File: src/rtl/flag_branch_unit.sv
// Flag register with per-op write masks plus conditional-branch resolution.
// Branches in ID wait one cycle on an in-flight flag writer in EX so they never read stale flags.
module flag_branch_unit (
    input  logic       clk,
    input  logic       rst,
    input  logic       ex_valid,
    input  logic       ex_is_alu,
    input  logic [2:0] ex_alu_op,
    input  logic [2:0] alu_flags,
    input  logic       stall,
    input  logic       flush,
    input  logic       br_valid,
    input  logic [2:0] br_cond,
    output logic [2:0] flags_q,
    output logic       flag_stall,
    output logic       br_done,
    output logic       br_taken
);

    localparam logic [2:0] OP_ADD     = 3'b000;
    localparam logic [2:0] OP_SUB     = 3'b001;
    localparam logic [2:0] OP_XOR     = 3'b010;
    localparam logic [2:0] OP_SLL     = 3'b100;
    localparam logic [2:0] OP_SRA     = 3'b101;
    localparam logic [2:0] OP_ROR     = 3'b110;

    localparam logic [2:0] CC_NE = 3'b000;
    localparam logic [2:0] CC_EQ = 3'b001;
    localparam logic [2:0] CC_GT = 3'b010;
    localparam logic [2:0] CC_LT = 3'b011;
    localparam logic [2:0] CC_GE = 3'b100;
    localparam logic [2:0] CC_LE = 3'b101;
    localparam logic [2:0] CC_OV = 3'b110;

    logic [2:0] wmask;
    logic       resolve;
    logic       cond_met;
    logic       flag_z;
    logic       flag_v;
    logic       flag_n;

    assign flag_z = flags_q[2];
    assign flag_v = flags_q[1];
    assign flag_n = flags_q[0];

    always_comb begin
        wmask = 3'b000;
        if (ex_valid && ex_is_alu) begin
            case (ex_alu_op)
                OP_ADD, OP_SUB:                 wmask = 3'b111;
                OP_XOR, OP_SLL, OP_SRA, OP_ROR: wmask = 3'b100;
                default:                        wmask = 3'b000;
            endcase
        end
    end

    always_comb begin
        cond_met = 1'b1;
        case (br_cond)
            CC_NE:   cond_met = !flag_z;
            CC_EQ:   cond_met = flag_z;
            CC_GT:   cond_met = !flag_z && !flag_n;
            CC_LT:   cond_met = flag_n;
            CC_GE:   cond_met = flag_z || (!flag_z && !flag_n);
            CC_LE:   cond_met = flag_n || flag_z;
            CC_OV:   cond_met = flag_v;
            default: cond_met = 1'b1;
        endcase
    end

    // Only a writer that actually touches flags forces the branch to wait.
    assign flag_stall = br_valid && ex_valid && ex_is_alu && (wmask != 3'b000) && !flush;
    assign resolve    = br_valid && !flag_stall && !stall && !flush;

    always_ff @(posedge clk) begin
        if (rst) begin
            flags_q  <= 3'b000;
            br_done  <= 1'b0;
            br_taken <= 1'b0;
        end else begin
            if (!stall && !flush) begin
                flags_q <= (flags_q & ~wmask) | (alu_flags & wmask);
            end
            br_done  <= resolve;
            br_taken <= resolve && cond_met;
        end
    end

endmodule

File: config.mk
export PLATFORM = sky130hd
export DESIGN_NAME = flag_branch_unit
export DESIGN_NICKNAME = d
export VERILOG_FILES = /design/src/rtl/flag_branch_unit.sv
export SDC_FILE = /design/constraint.sdc
export NUM_CORES = 1
export LEC_CHECK = 0
export CAP_MARGIN = 10
export CORE_AREA = 2 2 39 41
export DETAILED_ROUTE_END_ITERATION = 10
export DIE_AREA = 0 0 41 43
export HOLD_SLACK_MARGIN = 0.12
export SYNTH_ARGS = -nofsm -noshare
export SYNTH_HDL_FRONTEND = slang
export SYNTH_SLANG_ARGS = --single-unit
File: constraint.sdc
create_clock -name clk -period 1.1 [get_ports clk]
set_clock_uncertainty 0.15 [all_clocks]
set_input_delay 0.22 -clock clk [delete_from_list [all_inputs] [get_ports clk]]
set_output_delay 0.22 -clock clk [all_outputs]
set_load 0.005 [all_outputs]
; ---- Yosys cells after proc, flatten, opt, wreduce, memory -nomap -nowiden
; Index checks and enable logic that the tools add are counted.
[totals]
input_bits = 16
output_inout_bits = 6
regBits = 5
wordCells = 44
[classes]
n_mux = 3
eq_ne = 11
n_bitwise = 4
n_reduce_logical = 23
[op_table]
columns = operator, count
row1 = "3-bit == test, second input constant", 6
row2 = 1-bit logical AND, 11
row3 = "3-bit by 2-bit == test with 1-bit output, second input constant", 3
row4 = 1-bit case mux with 7 select lines, 1
row5 = 3-bit AND, 2
row6 = "3-bit by 1-bit == test with 1-bit output, second input constant", 2
row7 = 3-bit logical NOT, 2
row8 = 3-bit case mux with 2 select lines, 1
row9 = 1-bit logical NOT, 5
row10 = 4-bit OR reduction, 1
row11 = 3-bit 2-to-1 mux, 1
row12 = 3-bit NOT, 1
row13 = 3-bit bitwise OR, 1
row14 = 3-bit nonzero test, 1
row15 = 1-bit logical OR, 2
row16 = 2-bit OR reduction, 1

; ---- Logic depth before layout (Yosys ltp)
; Gate-level depths: netlist of the first run.
[logic_depth]
ltp_word = 12
mapped_depth = 3
depth_no_buf = 3

; ---- Least setup slack after synthesis of the first run
; Ideal clock, no wire load.
[synth_timing]
path_type = register -> register
start = reg (tool-made name)
end = reg br_taken
required_ns = 0.818
path_buffers = 0
setup_ns = 0.132
arrival_ns = 0.918
slack_ns = -0.100
path_stages_with_launch = 4
cell_sequence = dfxtp_1 mux2_2 a211oi_1 nor4b_2
[synth_rtl]
columns = element, line_no
row1 = "end signal, assigned", 85  ; br_taken <= resolve && cond_met;
row2 = "end, declared", 17  ; output logic br_taken

; ---- Worst setup path after layout of the first run
[layout_timing]
start = in ex_alu_op[0]
end = out flag_stall
[layout_between]
elab_chain_cells = 7
elab_cells_between_ends = 13
classes_between = eq/ne: 5 / mux: 2 / reduce/logical: 6
[layout_rtl]
columns = element, line_no
row1 = "start, declared", 8  ; input logic [2:0] ex_alu_op,
row2 = 3-bit by 2-bit == test with 1-bit output (tied with other cells), 49  ; case (ex_alu_op)
row3 = 4-bit OR reduction / 2-bit OR reduction (equally long branches), 49
row4 = 3-bit case mux with 2 select lines *, 49
row5 = 3-bit 2-to-1 mux *, 48  ; if (ex_valid && ex_is_alu) begin
row6 = 3-bit nonzero test *, 72  ; assign flag_stall = br_valid && ex_valid && ex_is_alu && (wmask != 3'b000) && !flush;
row7 = 1-bit logical AND * (2 in series), 72
row8 = "end, declared", 15  ; output logic flag_stall,
; Mark *: on every way between the ends. The rest lies on a longest branch, timed or not.

==> flow_metrics.env, run 1 <==
export IMPL_hold_buffers=0
export IMPL_worstSkewPairLatency_ns=0.24
export IMPL_whs_path_depth=4
export IMPL_crit_chain="buf_6 -> and2_4 -> nor4b_4 -> buf_2"
export IMPL_gp_congestion=0.726
export IMPL_drive_gt1_frac=0.690
export IMPL_num_antenna_cells=0
export IMPL_root_buffer="clkbuf_4"
export IMPL_post_dp_hpwl_um=753
export IMPL_synth_fp_nets=47
export IMPL_cp_arrival_ns=0.85
export IMPL_ys_ff_latch=5
export IMPL_cpPeakStageDelay_ns=0.25
export IMPL_syn_inst=31
export IMPL_die_area_sq_um=1760
export IMPL_max_freq_mhz=819
export IMPL_chipHeight_um=43
export IMPL_crit_fanout=2
export IMPL_synthFlopType="dfxtp_1"
export IMPL_grt_overflow=0
export IMPL_setup_slack_ns=-0.122
export IMPL_p_leak_nw=0.307
export IMPL_grt_pass1_vias=436
export IMPL_ctsHtreeMaxLevel=1
export IMPL_cts_buffers=3
export IMPL_drv_slew=0
export IMPL_required_ns=0.73
export IMPL_core_sq_um=1380
export IMPL_fin_cells=87
export IMPL_path_clk_slew_ns=0.04
export IMPL_r2r_cells=4
export IMPL_utilization=0.524
export IMPL_clock_path_buffers=2
export IMPL_power_density_nw_per_um2=759
export IMPL_die_w_um=41
export IMPL_io_buffers=21
export IMPL_endpoint_kind="output port"
export IMPL_nets=88
export IMPL_syn_avg_cell_area_sq_um=9.53
export IMPL_synth_top_area_share=0.339
export IMPL_ios=22
export IMPL_path_delay_family="simple AND/OR/NAND/NOR gates"
export IMPL_finalSetupViolCount=4
export IMPL_ir_worst_vdd_mv=0.542
export IMPL_syn_area_sq_um=295
export IMPL_cts_tree="built"
export IMPL_synth_edf_count=0
export IMPL_period_minus_slack_ns=1.22
export IMPL_grt_pass1_wl_mm=1.79
export IMPL_placed_cell_area_sq_um=627
export IMPL_post_drt_via_cell_ratio=4.90
export IMPL_fin_tns_setup_ns=-0.353
export IMPL_dp_cells=80
export IMPL_synthTopCellsByCount="dfxtp_1, a211oi_1, a21oi_1"
export IMPL_ys_types=19
export IMPL_vias=426
export IMPL_holdCritPathClass="input pin to flop"
export IMPL_area_growth_syn_to_layout_pct=145
export IMPL_num_rows=14
export IMPL_ys_warnings_count=0
export IMPL_relSlewSlack=0.759
export IMPL_ant_nets=0
export IMPL_slowest_stage="nor4b_4"
export IMPL_hp_start="ex_alu_op[2]"
export IMPL_r2r_end="br_taken$_SDFF_PP0_"
export IMPL_drtIter0Drc=6
export IMPL_antenna_found_initial=0
export IMPL_violations="negative setup slack"
export IMPL_final_cell_area_sq_um=724
export IMPL_ys_seq_area_frac=0.339
export IMPL_grt_usage=0.157
export IMPL_yosys_area_top_type="dfxtp_1"
export IMPL_worst_pin_slew_ns=0.356
export IMPL_drt_wl_total_mm=1.11
export IMPL_cp_start_kind="input pin"
export IMPL_wl_per_cell_um=12.7
export IMPL_drc=0
export IMPL_r2r_slack_ns=-0.12
export IMPL_rsz0062_at_grt="yes"
export IMPL_path_class="input pin to output port"
export IMPL_grt_max_degree=6
export IMPL_finalHoldViolations=0
export IMPL_async_flop_share=0
export IMPL_cts_sinks=5
export IMPL_min_period_over_period=1.11
export IMPL_maxCapViolCount=0
export IMPL_initial_core_util=0.213
export IMPL_dr_pass1_iters=2
export IMPL_cp_num_buf_inv=2
export IMPL_netlist_top_cells_area="dfxtp_1, nor4b_2, a211oi_1"
export IMPL_status="complete, but fails checks"
export IMPL_yosysMostFrequentCell="dfxtp_1"
stage by stage:
stage	total power, mW	hold WS (ns)	worst slack (ns)
detailed placement	0.321	0.464	-0.867
global placement	0.320	0.461	-0.842
finish	0.550	0.149	-0.122
CTS	0.546	0.145	-0.131
global route	0.582	0.151	-0.176
floorplan	0.220	0.139	-0.0847
per-layer routing:
layer,vias up,global-route usage,share of wire
met5,-,0,0
met4,0,0.0400,0
met3,0,0.0995,0.11
met2,21,0.256,0.53
met1,197,0.158,0.36
li1,208,-,-
power by group:
part	internal [mW]	switching [mW]
registers	0.185	0.00138
clock network	0.137	0.0740
logic	0.0919	0.0603
total	0.414	0.136
placed cells by master (no fill, tap or decap), drive strengths merged:
| cell type | synthesis | routed |
|---|---|---|
| a21oi | 3 | 3 |
| clkdlybuf4s15 | 0 | 1 |
| o41ai | 1 | 1 |
| mux2 | 1 | 1 |
| nand4 | 2 | 2 |
| clkdlybuf4s50 | 0 | 3 |
| dlygate4sd2 | 0 | 4 |
| nand4b | 1 | 1 |
| buf | 0 | 25 |
| nor2 | 2 | 2 |
| nor4b | 3 | 3 |
| dfxtp | 5 | 5 |
| nand2b | 1 | 1 |
| nand2 | 1 | 1 |
| nand3b | 1 | 1 |
| nor4bb | 1 | 1 |
| a211oi | 3 | 3 |
| clkbuf | 0 | 7 |
| o21ai | 2 | 2 |
| and2 | 2 | 2 |
| o21a | 1 | 1 |
| or4 | 1 | 1 |
cell families after synthesis:
| kind of cell | count (synthesis) | synth area share |
|---|---|---|
| mux | 1 | 0.0381 |
| compound gates | 10 | 0.216 |
| flops | 5 | 0.339 |
| simple gates | 15 | 0.407 |
cell type report:
type,instances,area (sq um)
clock buffers,4,26.3
fillers,152,659
multi-input cells,26,285
flip-flops and latches,5,104
well taps,16,20.0
repair buffers,36,289
worst max-delay path by stage:
stage / startpoint / endpoint / depth (start not counted)
after global routing: flop / br_taken$_SDFF_PP0_ / 4
final: ex_alu_op[0] / flag_stall / 4
after detailed placement: ex_alu_op[1] / flag_stall / 4
after floorplan: ex_alu_op[1] / flop / 3
after global placement: ex_alu_op[1] / flag_stall / 4
after CTS: ex_alu_op[1] / flag_stall / 4
timing repair:
| item | 4_1_cts | 5_1_grt |
|---|---|---|
| endpoints found under the setup margin | 11 | 8 |
| pin swaps | 10 | 7 |
| resized for setup | 67 | 11 |
| setup buffers | 3 | 0 |
| gates cloned | 0 | 0 |
worst reg2reg max path: cells and delay by family, from the launching register on:
family | cells | cell delay (ns)
flip-flops | 1 | 0.33
buffers and inverters | 1 | 0.13
AND/OR/NAND/NOR | 2 | 0.22
AO/OA/AOI/OAI | 1 | 0.27
No activity file was read; power rests on OpenSTA's default activity.
==> run 2, diff against run 1 <==
--- a/config.mk
+++ b/config.mk
@@ -6,10 +6,14 @@
 export NUM_CORES = 1
 export LEC_CHECK = 0
 export CAP_MARGIN = 10
-export CORE_AREA = 2 2 39 41
+export CELL_PAD_IN_SITES_DETAIL_PLACEMENT = 0
+export CELL_PAD_IN_SITES_GLOBAL_PLACEMENT = 1
+export CORE_AREA = 2 2 43 45
 export DETAILED_ROUTE_END_ITERATION = 10
-export DIE_AREA = 0 0 41 43
+export DIE_AREA = 0 0 45 47
 export HOLD_SLACK_MARGIN = 0.12
+export PLACE_DENSITY_LB_ADDON = 0.1
+export SLEW_MARGIN = 0
 export SYNTH_ARGS = -nofsm -noshare
 export SYNTH_HDL_FRONTEND = slang
 export SYNTH_SLANG_ARGS = --single-unit
==> run 2 against run 1 <==
Net effect:
- the run still ends with negative setup slack left
- final area shrank 0.69%
- first-iteration DRC count shrank 83%
- critical endpoint is now br_taken$_SDFF_PP0_
- register-to-register slack about the same
- clock-buffer cell count did not move
- largest power group unchanged
- sequential power about the same
- critical path type is now flop to flop
- final cell count is the same
- maximum frequency is essentially flat
- via count decreased by 5.4%
==> flow_metrics.env, run 2 (synthesis gave the netlist of run 1 again) <==
export IMPL_status="complete, but fails checks"
export IMPL_violations="negative setup slack"
export IMPL_fill_cells=171
export IMPL_cp_arrival_ns=1.18
export IMPL_gp_congestion=0.768
export IMPL_grt_overflow=0
export IMPL_max_freq_mhz=819
export IMPL_vias=403
export IMPL_min_period_over_period=1.11
export IMPL_initial_core_util=0.179
export IMPL_placed_cell_area_sq_um=613
export IMPL_drv_slew=0
export IMPL_hold_buffers=0
export IMPL_hold_ws_ns=0.151
export IMPL_fin_cells=87
export IMPL_p_leak_nw=0.296
export IMPL_path_class="flop to flop"
export IMPL_holdCritPathClass="input pin to flop"
export IMPL_area_growth_syn_to_layout_pct=144
export IMPL_r2r_cells=3
export IMPL_power_density_nw_per_um2=737
export IMPL_pre_cts_slack_ns=-0.890
export IMPL_crit_fanout=6
export IMPL_period_minus_slack_ns=1.22
export IMPL_root_buffer="clkbuf_4"
export IMPL_maxCapViolCount=0
export IMPL_grt_pass1_vias=396
export IMPL_grt_usage=0.102
export IMPL_core_sq_um=1650
export IMPL_rsz0062_at_grt="yes"
export IMPL_path_clk_slew_ns=0.04
export IMPL_ir_worst_vdd_mv=0.538
export IMPL_ant_nets=0
export IMPL_clock_path_buffers=2
export IMPL_finalSetupViolCount=4
export IMPL_multi_input_area_sq_um=283
export IMPL_cp_start_kind="flop"
export IMPL_r2r_slack_ns=-0.12
export IMPL_final_cell_area_sq_um=719
export IMPL_wl_per_cell_um=11.8
export IMPL_drive_gt1_frac=0.671
export IMPL_drt_wl_total_mm=1.03
export IMPL_post_drt_via_cell_ratio=4.63
export IMPL_nets=87
export IMPL_seq_area_sq_um=109
export IMPL_whs_path_depth=4
export IMPL_r2r_end="br_taken$_SDFF_PP0_"
export IMPL_worstSkewPairLatency_ns=0.23
export IMPL_finalHoldViolations=0
export IMPL_utilization=0.436
export IMPL_die_w_um=45
export IMPL_relSlewSlack=0.775
export IMPL_num_antenna_cells=0
export IMPL_antenna_found_initial=0
export IMPL_ctsHtreeMaxLevel=1
export IMPL_io_buffers=21
export IMPL_drtIter0Drc=1
export IMPL_final_common_cell="buf_4"
export IMPL_dr_pass1_iters=4
export IMPL_worst_pin_slew_ns=0.332
export IMPL_endpoint_kind="flop"
export IMPL_cts_tree="built"
export IMPL_grt_max_degree=7
export IMPL_chipHeight_um=47
export IMPL_grt_pass1_wl_mm=1.50
export IMPL_cts_buffers=3
export IMPL_required_ns=1.06
export IMPL_ios=22
export IMPL_layout_common_cells="buf_4, buf_6, dlygate4sd2_1"
export IMPL_drc=0
export IMPL_setup_slack_ns=-0.120
export IMPL_hp_start="ex_alu_op[2]"
export IMPL_cts_sinks=5
export IMPL_num_rows=15
export IMPL_die_area_sq_um=2120
export IMPL_post_dp_hpwl_um=819
export IMPL_dp_cells=79
==> run 2: final cells by class <==
cell class / count / share of cell area
multi-input cells: 26 / 0.393
repair buffers: 35 / 0.390
flip-flops and latches: 5 / 0.151
clock buffers: 4 / 0.0365
well taps: 17 / 0.0296
==> run 2: worst max-delay path, cell delays in order (launching register included) <==
cell,delay [ns]
dfxtp_4,0.36
mux2_4,0.28
a211oi_4,0.24
nor4b_4,0.07
==> run 2: repair_timing <==
action,CTS,global route
pin swaps,11,9
gates resized for setup,66,8
endpoints found under the setup margin,11,8
setup buffers,3,1
==> run 2: per-stage QoR <==
stage / power (mW) / setup TNS [ns]
floorplan: 0.220 / -0.236
global route: 0.560 / -0.463
global placement: 0.317 / -4.18
CTS: 0.531 / -0.444
finish: 0.530 / -0.350
detailed placement: 0.320 / -4.38
==> run 2: worst max-delay path by stage <==
stage                 startpoint                  end  slack (ns)  depth (start not counted)
global placement    ex_alu_op[1]           flag_stall       -0.85                          4
floorplan           ex_alu_op[1]                 flop       -0.08                          3
finish                      flop  br_taken$_SDFF_PP0_       -0.12                          3
global route                flop  br_taken$_SDFF_PP0_       -0.13                          3
detailed placement  ex_alu_op[1]           flag_stall       -0.89                          4
CTS                 ex_alu_op[1]           flag_stall       -0.14                          4
==> run 2: where the power goes <==
| group | leakage [nW] | internal, mW | total [mW] | switching [mW] |
|---|---|---|---|---|
| Clock | 0.0150 | 0.137 | 0.202 | 0.0654 |
| Sequential | 0.0425 | 0.181 | 0.183 | 0.00199 |
| Combinational | 0.239 | 0.0864 | 0.146 | 0.0596 |
==> run 2: metal layers <==
layer	share of wire	GRT usage	vias up
met5	0	0	-
met4	0	0.0294	0
met3	0.060	0.0615	0
met2	0.56	0.186	11
met1	0.38	0.0970	190
li1	-	-	202
